[config.mk]
export PLATFORM = sky130hd
export DESIGN_NAME = axi_slave_reg_connector
export DESIGN_NICKNAME = d
export VERILOG_FILES = /design/src/rtl/axi_slave_reg_connector_pkg.sv /design/src/rtl/axi_slave_reg_connector_spill.sv /design/src/rtl/axi_slave_reg_connector.sv
export SDC_FILE = /design/constraint.sdc
export NUM_CORES = 1
export LEC_CHECK = 0
export BUFFER_PORTS_ARGS = -buffer_cell sky130_fd_sc_hd__buf_2
export CAP_MARGIN = 20
export CORE_MARGIN = 4
export CORE_UTILIZATION = 59
export CTS_CLUSTER_SIZE = 14
export DETAILED_ROUTE_END_ITERATION = 16
export PLACE_DENSITY = 0.89
export SLEW_MARGIN = 20
export SYNTH_ARGS = -nofsm -noshare
export SYNTH_HDL_FRONTEND = slang
export SYNTH_SLANG_ARGS = --single-unit
[constraint.sdc]
create_clock -name clk_i -period 6.1 [get_ports clk_i]
set_clock_uncertainty 0.15 [all_clocks]
set_input_delay 1.22 -clock clk_i [delete_from_list [all_inputs] [get_ports clk_i]]
set_output_delay 1.22 -clock clk_i [all_outputs]
set_load 0.005 [all_outputs]
[src/rtl/axi_slave_reg_connector_pkg.sv]
// Shared AXI4 channel types for the slave-side register connector.
// Holds the fixed bus widths, the five channel payload structs, the
// request/response bundles exchanged with the IO-PMP, and the default
// spill-register selection per channel.
package axi_slave_reg_connector_pkg;

    localparam int unsigned AXI_DATA_WIDTH   = 32;
    localparam int unsigned AXI_ADDR_WIDTH   = 32;
    localparam int unsigned AXI_STRB_WIDTH   = AXI_DATA_WIDTH / 8;
    localparam int unsigned AXI_ID_WIDTH     = 8;
    localparam int unsigned AXI_AWUSER_WIDTH = 1;
    localparam int unsigned AXI_WUSER_WIDTH  = 1;
    localparam int unsigned AXI_BUSER_WIDTH  = 1;
    localparam int unsigned AXI_ARUSER_WIDTH = 1;
    localparam int unsigned AXI_RUSER_WIDTH  = 1;

    // Default spill-register selection (1 = registered, 0 = wires)
    localparam bit PIPE_AW_DEFAULT = 1'b1;
    localparam bit PIPE_W_DEFAULT  = 1'b1;
    localparam bit PIPE_B_DEFAULT  = 1'b1;
    localparam bit PIPE_AR_DEFAULT = 1'b1;
    localparam bit PIPE_R_DEFAULT  = 1'b1;

    typedef struct packed {
        logic [AXI_ID_WIDTH-1:0]     id;
        logic [AXI_ADDR_WIDTH-1:0]   addr;
        logic [7:0]                  len;
        logic [2:0]                  size;
        logic [1:0]                  burst;
        logic                        lock;
        logic [3:0]                  cache;
        logic [2:0]                  prot;
        logic [3:0]                  qos;
        logic [3:0]                  region;
        logic [5:0]                  atop;
        logic [AXI_AWUSER_WIDTH-1:0] user;
    } aw_chan_t;

    typedef struct packed {
        logic [AXI_DATA_WIDTH-1:0]  data;
        logic [AXI_STRB_WIDTH-1:0]  strb;
        logic                       last;
        logic [AXI_WUSER_WIDTH-1:0] user;
    } w_chan_t;

    typedef struct packed {
        logic [AXI_ID_WIDTH-1:0]    id;
        logic [1:0]                 resp;
        logic [AXI_BUSER_WIDTH-1:0] user;
    } b_chan_t;

    typedef struct packed {
        logic [AXI_ID_WIDTH-1:0]     id;
        logic [AXI_ADDR_WIDTH-1:0]   addr;
        logic [7:0]                  len;
        logic [2:0]                  size;
        logic [1:0]                  burst;
        logic                        lock;
        logic [3:0]                  cache;
        logic [2:0]                  prot;
        logic [3:0]                  qos;
        logic [3:0]                  region;
        logic [AXI_ARUSER_WIDTH-1:0] user;
    } ar_chan_t;

    typedef struct packed {
        logic [AXI_ID_WIDTH-1:0]    id;
        logic [AXI_DATA_WIDTH-1:0]  data;
        logic [1:0]                 resp;
        logic                       last;
        logic [AXI_RUSER_WIDTH-1:0] user;
    } r_chan_t;

    typedef struct packed {
        aw_chan_t aw;
        logic     aw_valid;
        w_chan_t  w;
        logic     w_valid;
        logic     b_ready;
        ar_chan_t ar;
        logic     ar_valid;
        logic     r_ready;
    } req_t;

    typedef struct packed {
        logic     aw_ready;
        logic     ar_ready;
        logic     w_ready;
        logic     b_valid;
        b_chan_t  b;
        logic     r_valid;
        r_chan_t  r;
    } resp_t;

endpackage

[src/rtl/axi_slave_reg_connector_spill.sv]
// Generic two-entry spill register for one valid/ready channel.
// Ports: clk_i/rst_ni (async active-low reset); valid_i/ready_o/data_i
// upstream side; valid_o/ready_i/data_o downstream side.
// Bypass=1 turns the block into plain wires. Otherwise slot A drives the
// output and slot B catches the beat that arrives while A is stalled, so
// the upstream ready depends on registered state only.
module axi_spill_reg #(
    parameter type T      = logic,
    parameter bit  Bypass = 1'b0
) (
    input  logic clk_i,
    input  logic rst_ni,
    input  logic valid_i,
    output logic ready_o,
    input  T     data_i,
    output logic valid_o,
    input  logic ready_i,
    output T     data_o
);

    if (Bypass) begin : g_bypass
        logic unused_clk_rst_s;
        assign unused_clk_rst_s = clk_i ^ rst_ni;
        assign valid_o = valid_i;
        assign ready_o = ready_i;
        assign data_o  = data_i;
    end else begin : g_spill
        localparam logic [1:0] ST_EMPTY = 2'd0;
        localparam logic [1:0] ST_ONE   = 2'd1;
        localparam logic [1:0] ST_FULL  = 2'd2;

        logic [1:0] state_q, state_d;
        T           a_q, a_d;
        T           b_q, b_d;
        logic       in_hs_s;
        logic       out_hs_s;

        // Decode outputs from state only; an illegal state accepts nothing
        assign ready_o  = (state_q == ST_EMPTY) || (state_q == ST_ONE);
        assign valid_o  = (state_q == ST_ONE) || (state_q == ST_FULL);
        assign data_o   = a_q;
        assign in_hs_s  = valid_i & ready_o;
        assign out_hs_s = valid_o & ready_i;

        // Next-state and slot loading; slots change only on a handshake
        always_comb begin
            state_d = state_q;
            a_d     = a_q;
            b_d     = b_q;
            case (state_q)
                ST_EMPTY: begin
                    if (in_hs_s) begin
                        a_d     = data_i;
                        state_d = ST_ONE;
                    end else begin
                        state_d = ST_EMPTY;
                    end
                end
                ST_ONE: begin
                    if (in_hs_s && out_hs_s) begin
                        a_d     = data_i;
                        state_d = ST_ONE;
                    end else if (in_hs_s) begin
                        b_d     = data_i;
                        state_d = ST_FULL;
                    end else if (out_hs_s) begin
                        state_d = ST_EMPTY;
                    end else begin
                        state_d = ST_ONE;
                    end
                end
                ST_FULL: begin
                    if (out_hs_s) begin
                        a_d     = b_q;
                        state_d = ST_ONE;
                    end else begin
                        state_d = ST_FULL;
                    end
                end
                default: begin
                    state_d = ST_EMPTY;
                end
            endcase
        end

        // State and slot registers
        always_ff @(posedge clk_i or negedge rst_ni) begin
            if (!rst_ni) begin
                state_q <= ST_EMPTY;
                a_q     <= '0;
                b_q     <= '0;
            end else begin
                state_q <= state_d;
                a_q     <= a_d;
                b_q     <= b_d;
            end
        end
    end

endmodule

[src/rtl/axi_slave_reg_connector.sv]
// Slave-side AXI4 connector: takes flat s_axi_* signals from an external
// master and presents them as a req_t toward the IO-PMP, returning the
// resp_t as flat s_axi_* responses. Each channel goes through its own
// axi_spill_reg (registered when *_PIPE=1, wires when 0).
// Ports: clk_i, rst_ni; s_axi_aw*/w*/ar* inputs with *ready outputs;
// s_axi_b*/r* outputs with bready/rready inputs; axi_req_o, axi_resp_i.
module axi_slave_reg_connector
    import axi_slave_reg_connector_pkg::*;
#(
    parameter int unsigned DATA_WIDTH   = 32,
    parameter int unsigned ADDR_WIDTH   = 32,
    parameter int unsigned STRB_WIDTH   = DATA_WIDTH / 8,
    parameter int unsigned ID_WIDTH     = 8,
    parameter int unsigned AWUSER_WIDTH = 1,
    parameter int unsigned WUSER_WIDTH  = 1,
    parameter int unsigned BUSER_WIDTH  = 1,
    parameter int unsigned ARUSER_WIDTH = 1,
    parameter int unsigned RUSER_WIDTH  = 1,
    parameter bit          AW_PIPE      = PIPE_AW_DEFAULT,
    parameter bit          W_PIPE       = PIPE_W_DEFAULT,
    parameter bit          B_PIPE       = PIPE_B_DEFAULT,
    parameter bit          AR_PIPE      = PIPE_AR_DEFAULT,
    parameter bit          R_PIPE       = PIPE_R_DEFAULT
) (
    input  logic                    clk_i,
    input  logic                    rst_ni,
    input  logic [ID_WIDTH-1:0]     s_axi_awid,
    input  logic [ADDR_WIDTH-1:0]   s_axi_awaddr,
    input  logic [7:0]              s_axi_awlen,
    input  logic [2:0]              s_axi_awsize,
    input  logic [1:0]              s_axi_awburst,
    input  logic                    s_axi_awlock,
    input  logic [3:0]              s_axi_awcache,
    input  logic [2:0]              s_axi_awprot,
    input  logic [3:0]              s_axi_awqos,
    input  logic [3:0]              s_axi_awregion,
    input  logic [AWUSER_WIDTH-1:0] s_axi_awuser,
    input  logic                    s_axi_awvalid,
    output logic                    s_axi_awready,
    input  logic [DATA_WIDTH-1:0]   s_axi_wdata,
    input  logic [STRB_WIDTH-1:0]   s_axi_wstrb,
    input  logic                    s_axi_wlast,
    input  logic [WUSER_WIDTH-1:0]  s_axi_wuser,
    input  logic                    s_axi_wvalid,
    output logic                    s_axi_wready,
    output logic [ID_WIDTH-1:0]     s_axi_bid,
    output logic [1:0]              s_axi_bresp,
    output logic [BUSER_WIDTH-1:0]  s_axi_buser,
    output logic                    s_axi_bvalid,
    input  logic                    s_axi_bready,
    input  logic [ID_WIDTH-1:0]     s_axi_arid,
    input  logic [ADDR_WIDTH-1:0]   s_axi_araddr,
    input  logic [7:0]              s_axi_arlen,
    input  logic [2:0]              s_axi_arsize,
    input  logic [1:0]              s_axi_arburst,
    input  logic                    s_axi_arlock,
    input  logic [3:0]              s_axi_arcache,
    input  logic [2:0]              s_axi_arprot,
    input  logic [3:0]              s_axi_arqos,
    input  logic [3:0]              s_axi_arregion,
    input  logic [ARUSER_WIDTH-1:0] s_axi_aruser,
    input  logic                    s_axi_arvalid,
    output logic                    s_axi_arready,
    output logic [ID_WIDTH-1:0]     s_axi_rid,
    output logic [DATA_WIDTH-1:0]   s_axi_rdata,
    output logic [1:0]              s_axi_rresp,
    output logic                    s_axi_rlast,
    output logic [RUSER_WIDTH-1:0]  s_axi_ruser,
    output logic                    s_axi_rvalid,
    input  logic                    s_axi_rready,
    output req_t                    axi_req_o,
    input  resp_t                   axi_resp_i
);

    aw_chan_t aw_in_s, aw_out_s;
    w_chan_t  w_in_s,  w_out_s;
    ar_chan_t ar_in_s, ar_out_s;
    b_chan_t  b_out_s;
    r_chan_t  r_out_s;
    logic     aw_valid_s, w_valid_s, ar_valid_s;
    logic     b_ready_s, r_ready_s;

    // atop is not exposed by the master side and is always cleared
    assign aw_in_s = '{id: s_axi_awid, addr: s_axi_awaddr, len: s_axi_awlen,
                       size: s_axi_awsize, burst: s_axi_awburst, lock: s_axi_awlock,
                       cache: s_axi_awcache, prot: s_axi_awprot, qos: s_axi_awqos,
                       region: s_axi_awregion, atop: 6'd0, user: s_axi_awuser};
    assign w_in_s  = '{data: s_axi_wdata, strb: s_axi_wstrb, last: s_axi_wlast,
                       user: s_axi_wuser};
    assign ar_in_s = '{id: s_axi_arid, addr: s_axi_araddr, len: s_axi_arlen,
                       size: s_axi_arsize, burst: s_axi_arburst, lock: s_axi_arlock,
                       cache: s_axi_arcache, prot: s_axi_arprot, qos: s_axi_arqos,
                       region: s_axi_arregion, user: s_axi_aruser};

    axi_spill_reg #(.T(aw_chan_t), .Bypass(!AW_PIPE)) u_aw (
        .clk_i(clk_i), .rst_ni(rst_ni),
        .valid_i(s_axi_awvalid), .ready_o(s_axi_awready), .data_i(aw_in_s),
        .valid_o(aw_valid_s), .ready_i(axi_resp_i.aw_ready), .data_o(aw_out_s)
    );

    axi_spill_reg #(.T(w_chan_t), .Bypass(!W_PIPE)) u_w (
        .clk_i(clk_i), .rst_ni(rst_ni),
        .valid_i(s_axi_wvalid), .ready_o(s_axi_wready), .data_i(w_in_s),
        .valid_o(w_valid_s), .ready_i(axi_resp_i.w_ready), .data_o(w_out_s)
    );

    axi_spill_reg #(.T(ar_chan_t), .Bypass(!AR_PIPE)) u_ar (
        .clk_i(clk_i), .rst_ni(rst_ni),
        .valid_i(s_axi_arvalid), .ready_o(s_axi_arready), .data_i(ar_in_s),
        .valid_o(ar_valid_s), .ready_i(axi_resp_i.ar_ready), .data_o(ar_out_s)
    );

    axi_spill_reg #(.T(b_chan_t), .Bypass(!B_PIPE)) u_b (
        .clk_i(clk_i), .rst_ni(rst_ni),
        .valid_i(axi_resp_i.b_valid), .ready_o(b_ready_s), .data_i(axi_resp_i.b),
        .valid_o(s_axi_bvalid), .ready_i(s_axi_bready), .data_o(b_out_s)
    );

    axi_spill_reg #(.T(r_chan_t), .Bypass(!R_PIPE)) u_r (
        .clk_i(clk_i), .rst_ni(rst_ni),
        .valid_i(axi_resp_i.r_valid), .ready_o(r_ready_s), .data_i(axi_resp_i.r),
        .valid_o(s_axi_rvalid), .ready_i(s_axi_rready), .data_o(r_out_s)
    );

    assign s_axi_bid   = b_out_s.id;
    assign s_axi_bresp = b_out_s.resp;
    assign s_axi_buser = b_out_s.user;
    assign s_axi_rid   = r_out_s.id;
    assign s_axi_rdata = r_out_s.data;
    assign s_axi_rresp = r_out_s.resp;
    assign s_axi_rlast = r_out_s.last;
    assign s_axi_ruser = r_out_s.user;

    // Assemble the request bundle toward the IO-PMP
    always_comb begin
        axi_req_o          = '0;
        axi_req_o.aw       = aw_out_s;
        axi_req_o.aw_valid = aw_valid_s;
        axi_req_o.w        = w_out_s;
        axi_req_o.w_valid  = w_valid_s;
        axi_req_o.b_ready  = b_ready_s;
        axi_req_o.ar       = ar_out_s;
        axi_req_o.ar_valid = ar_valid_s;
        axi_req_o.r_ready  = r_ready_s;
    end

endmodule
# After elaboration in Yosys (flattened, before gate mapping)
# Index checks and enable logic that the tools add are counted.
dict set report word_totals {
  inputBits 245
  elab_cells 199
  reg_bits 482
  output_inout_bits 249
}
dict set report classes {
  reduce_logical 35
  bitwise_logic 15
  eq_ne 25
  mux 50
}
# operator n
set ops {}
lappend ops {{$mux W76} 3}
lappend ops {{$pmux W76 S3} 1}
lappend ops {{$mux W70} 3}
lappend ops {{$pmux W70 S3} 1}
lappend ops {{$mux W44} 3}
lappend ops {{$pmux W44 S3} 1}
lappend ops {{$mux W38} 3}
lappend ops {{$pmux W38 S3} 1}
lappend ops {{$mux W11} 3}
lappend ops {{$pmux W11 S3} 1}
lappend ops {{$mux W2} 15}
lappend ops {{$pmux W2 S3} 5}
lappend ops {{$ne A2 B1 Y1 const B} 10}
lappend ops {{$reduce_and A4 Y1} 5}
lappend ops {{$reduce_and A3 Y1} 5}
lappend ops {{$reduce_bool A3 Y1} 5}
lappend ops {{$and A1 B1 Y1} 10}
lappend ops {{$eq A2 B1 Y1 const B} 5}
lappend ops {{$eq A2 B2 Y1 const B} 5}
lappend ops {{$logic_not A2 Y1} 5}
lappend ops {{$logic_or A1 B1 Y1} 10}
lappend ops {{$mux W1} 10}
lappend ops {{$ne A2 B2 Y1 const B} 5}
lappend ops {{$logic_and A1 B1 Y1} 5}
lappend ops {{$not A1 Y1} 5}

# Logic depth before layout (Yosys ltp)
dict set report depth {
  ltp_word 7
  mapped_depth 8
  depth_no_buf 5
}

# Hierarchy
# From an unflattened synthesis, not the netlist that was laid out.
dict set report unflattened {
  hier_cells 1391
  area_unflattened_um2 21645.8
}
# mod n_inst area_per_inst_um2 seq_area_each_um2 cells_each
set modules_own_cells {}
lappend modules_own_cells {{axi_spill_reg (u_aw)} 1 6741.5 3853.7 428}
lappend modules_own_cells {{axi_spill_reg (u_ar)} 1 6239.7 3553.4 395}
lappend modules_own_cells {{axi_spill_reg (u_r)} 1 3998.8 2252.2 256}
lappend modules_own_cells {{axi_spill_reg (u_w)} 1 3472.1 1951.9 225}
lappend modules_own_cells {{axi_spill_reg (u_b)} 1 1152.4 600.6 81}
lappend modules_own_cells {axi_slave_reg_connector 1 41.3 0.0 6}

# Worst setup path after synthesis
# No wires, ideal clock.
dict set report synth_timing {
  path_type {in2reg}
  startpoint {in axi_resp_i[57] (netlist bit)}
  endpoint {reg u_w.g_spill.a_q, in the netlist u_w.data_o[20]}
  path_buffers 2
  slack_ps 3669
  path_stages 5
  required_ps 5825
  arrival_time_ps 2156
  setup_ps 125
  path_cell_list {a21boi_2 and4bb_1 buf_6 buf_6 mux2_4}
}
dict set report synth_via {
  elab_chain_len 4
  elab_cells_between_ends 5
  cone_classes {eq/ne (2); bitwise (1); reduce/logical (2)}
}
# item line
set synth_rtl {}
lappend synth_rtl {{start, declared} axi_slave_reg_connector.sv:72} ;# input resp_t axi_resp_i
lappend synth_rtl {{$and A1 B1 Y1 (*)} axi_slave_reg_connector_spill.sv:43} ;# assign out_hs_s = valid_o & ready_i;
lappend synth_rtl {{$logic_and A1 B1 Y1} axi_slave_reg_connector_spill.sv:60} ;# if (in_hs_s && out_hs_s) begin
lappend synth_rtl {{$ne A2 B2 Y1 (no line)} n/a}
lappend synth_rtl {{$reduce_and A4 Y1 (no line) (*)} n/a}
lappend synth_rtl {{end signal, assigned} axi_slave_reg_connector_spill.sv:90} ;# a_q <= '0;
lappend synth_rtl {{end signal, assigned} axi_slave_reg_connector_spill.sv:94} ;# a_q <= a_d;
lappend synth_rtl {{end, declared} axi_slave_reg_connector_spill.sv:33} ;# T a_q, a_d;
# Mark *: on every way between the ends. The rest lies on a longest branch, timed or not.
# A chain may end at the register's enable or synchronous reset.

==> flow_metrics.py <==
metrics = {
    "final_layout": {
        "drive_gt1_share_pct": 69.7,
        "syn2layout_area_growth_pct": 20.6,
        "fin_nets": 2085,
        "fill_cells": 2278,
    },
    "clocking": {
        "cts_tree": "done",
        "hold_buffers": 0,
        "clk_path_buf_depth": 3,
        "postCtsSetupBuffers": 0,
        "numClockSinks": 476,
        "clkTransAtPathRegs_ps": 70,
        "clkLatencyLatePin_ps": 570,
        "post_cts_resized": 0,
        "cts-root-buf": "clkbuf_16",
        "cts.htree.levels": 2,
        "cts_buffers": 49,
    },
    "route": {
        "vias": 13000,
        "wl_met2_mm": 26.5,
        "wl_met3_mm": 3.31,
        "ant_nets": 0,
        "wl_met1_mm": 19.6,
        "wire_per_inst_um": 22.2,
        "via_per_inst": 5.54,
        "routed_wl_mm": 52.1,
        "initialDrtViolationCount": 523,
        "drt-pass1-iter-count": 4,
        "drc": 0,
        "maxUsedRoutingLayer": "met5",
    },
    "grt": {
        "grt_pass1_wl_mm": 81.7,
        "grt_pass1_vias": 14700,
        "grt.overflow.total": 0,
        "grt_util_all_layers_pct": 25.1,
        "antenna_found_initial": 23,
        "grt_max_degree": 168,
    },
    "placement": {
        "gp_congestion": 0.861,
        "portBuffers": 487,
        "dp_hpwl_mm": 34.6,
    },
    "worst_setup_path": {
        "crit_required_ps": 4730,
        "critPathMaxFanout": 3,
        "endpoint_kind": "primary output",
        "crit_type": "reg2out",
        "crit_path_start_kind": "register",
        "arrival_ps": 1750,
    },
    "outcome": {
        "status": "complete, no violations",
    },
    "timing": {
        "worst_pin_slew_ps": 1000,
        "hold_violations": 0,
        "slew_violations": 0,
        "fmax_ghz": 0.321,
        "setup_viol": 0,
        "period_share_pct": 51.1,
        "whs_ps": 334,
        "timing.setup.tns_ps": 0,
        "slew_headroom_pct": 33.1,
        "rsz0062_at_grt": "no",
        "fin_crit_ps": 3120,
    },
    "floorplan": {
        "ioPinCount": 494,
        "die_h_um": 200,
        "placementRows": 70,
        "die_area_mm2": 0.0401,
        "design.core.area_mm2": 0.0365,
        "die_width_um": 200,
        "initial_core_util_pct": 59.7,
    },
    "logic_synthesis": {
        "synth_cells": 1347,
        "synth_area_per_cell_um2": 16.2,
        "ys_ff_latch": 476,
        "post_synth_num_cell_types": 23,
        "synth_area_mm2": 0.0218,
        "synth_warnings": 0,
        "ys_seq_area_share_pct": 54.6,
    },
    "hold_path": {
        "hold_path.class": "reg2reg",
    },
    "power": {
        "powerDensity_mw_per_mm2": 613,
        "ir_drop_uv": 893,
        "total_power_mw": 16.1,
        "p_leak_nw": 12.5,
    },
    "flow_run": {
        "cap_violations": 0,
    },
}
-- stage by stage --
step / cell area (um^2) / worst slack (ps) / util [%] / cells
after floorplan: 21800 / 3670 / - / 1352
after global placement: 24400 / 2440 / 66.9 / 2234
after detailed placement: 24400 / 2390 / 66.9 / 2234
after CTS: 26200 / 2850 / 71.7 / 2324
after global routing: 26300 / 2910 / 72.0 / 2345
final: 26300 / 2980 / 72.0 / 2346
-- registers in the layout (all words and copies together), names as in the netlist --
register and count:
u_ar.data_o 70, u_ar.g_spill.b_q 70, u_ar.g_spill.state_q 2, u_aw.data_o 70
u_aw.g_spill.b_q 70, u_aw.g_spill.state_q 2, u_b.data_o 11, u_b.g_spill.b_q 11
u_b.g_spill.state_q 2, u_r.data_o 44, u_r.g_spill.b_q 44, u_r.g_spill.state_q 2
u_w.data_o 38, u_w.g_spill.b_q 38, u_w.g_spill.state_q 2
-- synth_stat cells --
master	number	share of area (%)
o21ai_0	5	0.11
or2_2	5	0.14
buf_6	24	1.2
and3_1	5	0.14
a21oi_1	10	0.23
and4bb_2	1	0.057
dfrtp_1	476	55
buf_4	11	0.38
o21bai_1	5	0.17
clkbuf_1	16	0.28
mux2i_1	5	0.23
nand2b_1	5	0.14
a21boi_2	5	0.26
mux2_4	200	14
mux2_2	489	25
buf_1	5	0.086
and4bb_1	4	0.23
mux2_1	10	0.52
nand2_1	5	0.086
conb_1	1	0.017
inv_1	10	0.17
ha_1	20	1.1
buf_2	30	0.69
-- final timing paths --
path                       slack, ps  depth (start not counted)                    start                endpoint
setup / recovery                2980                          4   u_r.g_spill.state_q[0]            axi_req_o[0]
hold / removal                   330                          1            u_b.data_o[0]           u_b.data_o[0]
setup reg to reg                3020                          7  u_ar.g_spill.state_q[0]         u_ar.data_o[35]
hold reg to reg                  330                          1            u_b.data_o[0]           u_b.data_o[0]
max in group asynchronous       3820                          2                   rst_ni         u_ar.data_o[30]
min in group asynchronous        550                          1                   rst_ni  u_b.g_spill.state_q[0]
-- cell families (layout without fill, tap and decap cells) --
group           count (synthesis)  in the layout  share of synthesized area, %
compound gates                 25             25                         0.775
fa+ha+maj                      20             20                          1.15
buf+inv                        96            603                          2.84
flops                         476            476                          54.6
mux                           704            704                          39.8
other cells                     1             25                        0.0172
simple gates                   25             25                         0.803
-- final cells by class --
type	count	area [um^2]	area share, %
sequential	476	11900	45.3
multi-input combinational	780	9320	35.5
timing repair buffer	503	2630	10.0
clock buffer	69	1440	5.49
tap	468	586	2.23
clock inverter	21	309	1.18
antenna	19	47.5	0.181
inverter	10	37.5	0.143
-- routing by layer --
metal	vias up	GRT usage, %
li1	5792	-
met1	6623	29.0
met2	407	42.8
met3	163	7.54
met4	10	12.4
met5	-	0
-- layout by cell type, fill, tap and decap left out, types with 3 or more instances in the layout --
master and count:
clkinv_2 12, mux2_4 200, dfrtp_1 476, clkbuf_1 8, o21bai_1 5, o21ai_0 5, ha_2 3, and4bb_2 3
and3_1 5, mux2i_1 5, diode_2 19, inv_1 10, bufinv_16 8, buf_12 5, nand2b_1 5, nand2_2 3
clkbuf_8 10, buf_4 11, ha_1 16, buf_2 486, or2_2 5, a21boi_2 5, clkbuf_16 51, a21oi_1 10
conb_1 6, mux2_2 489, mux2_1 10
-- worst max-delay path, cell delays in order (launching register included) --
cell	delay [ps]
dfrtp_1	390
inv_1	110
ha_1	240
or2_2	310
buf_2	150
-- report_power, final --
group          switching, mW  internal (mW)  leakage [nW]
Sequential             0.946           4.85          5.62
Combinational           2.82           4.26          5.98
Clock                   1.26           1.99         0.874
(Power assumes the default switching activity.)
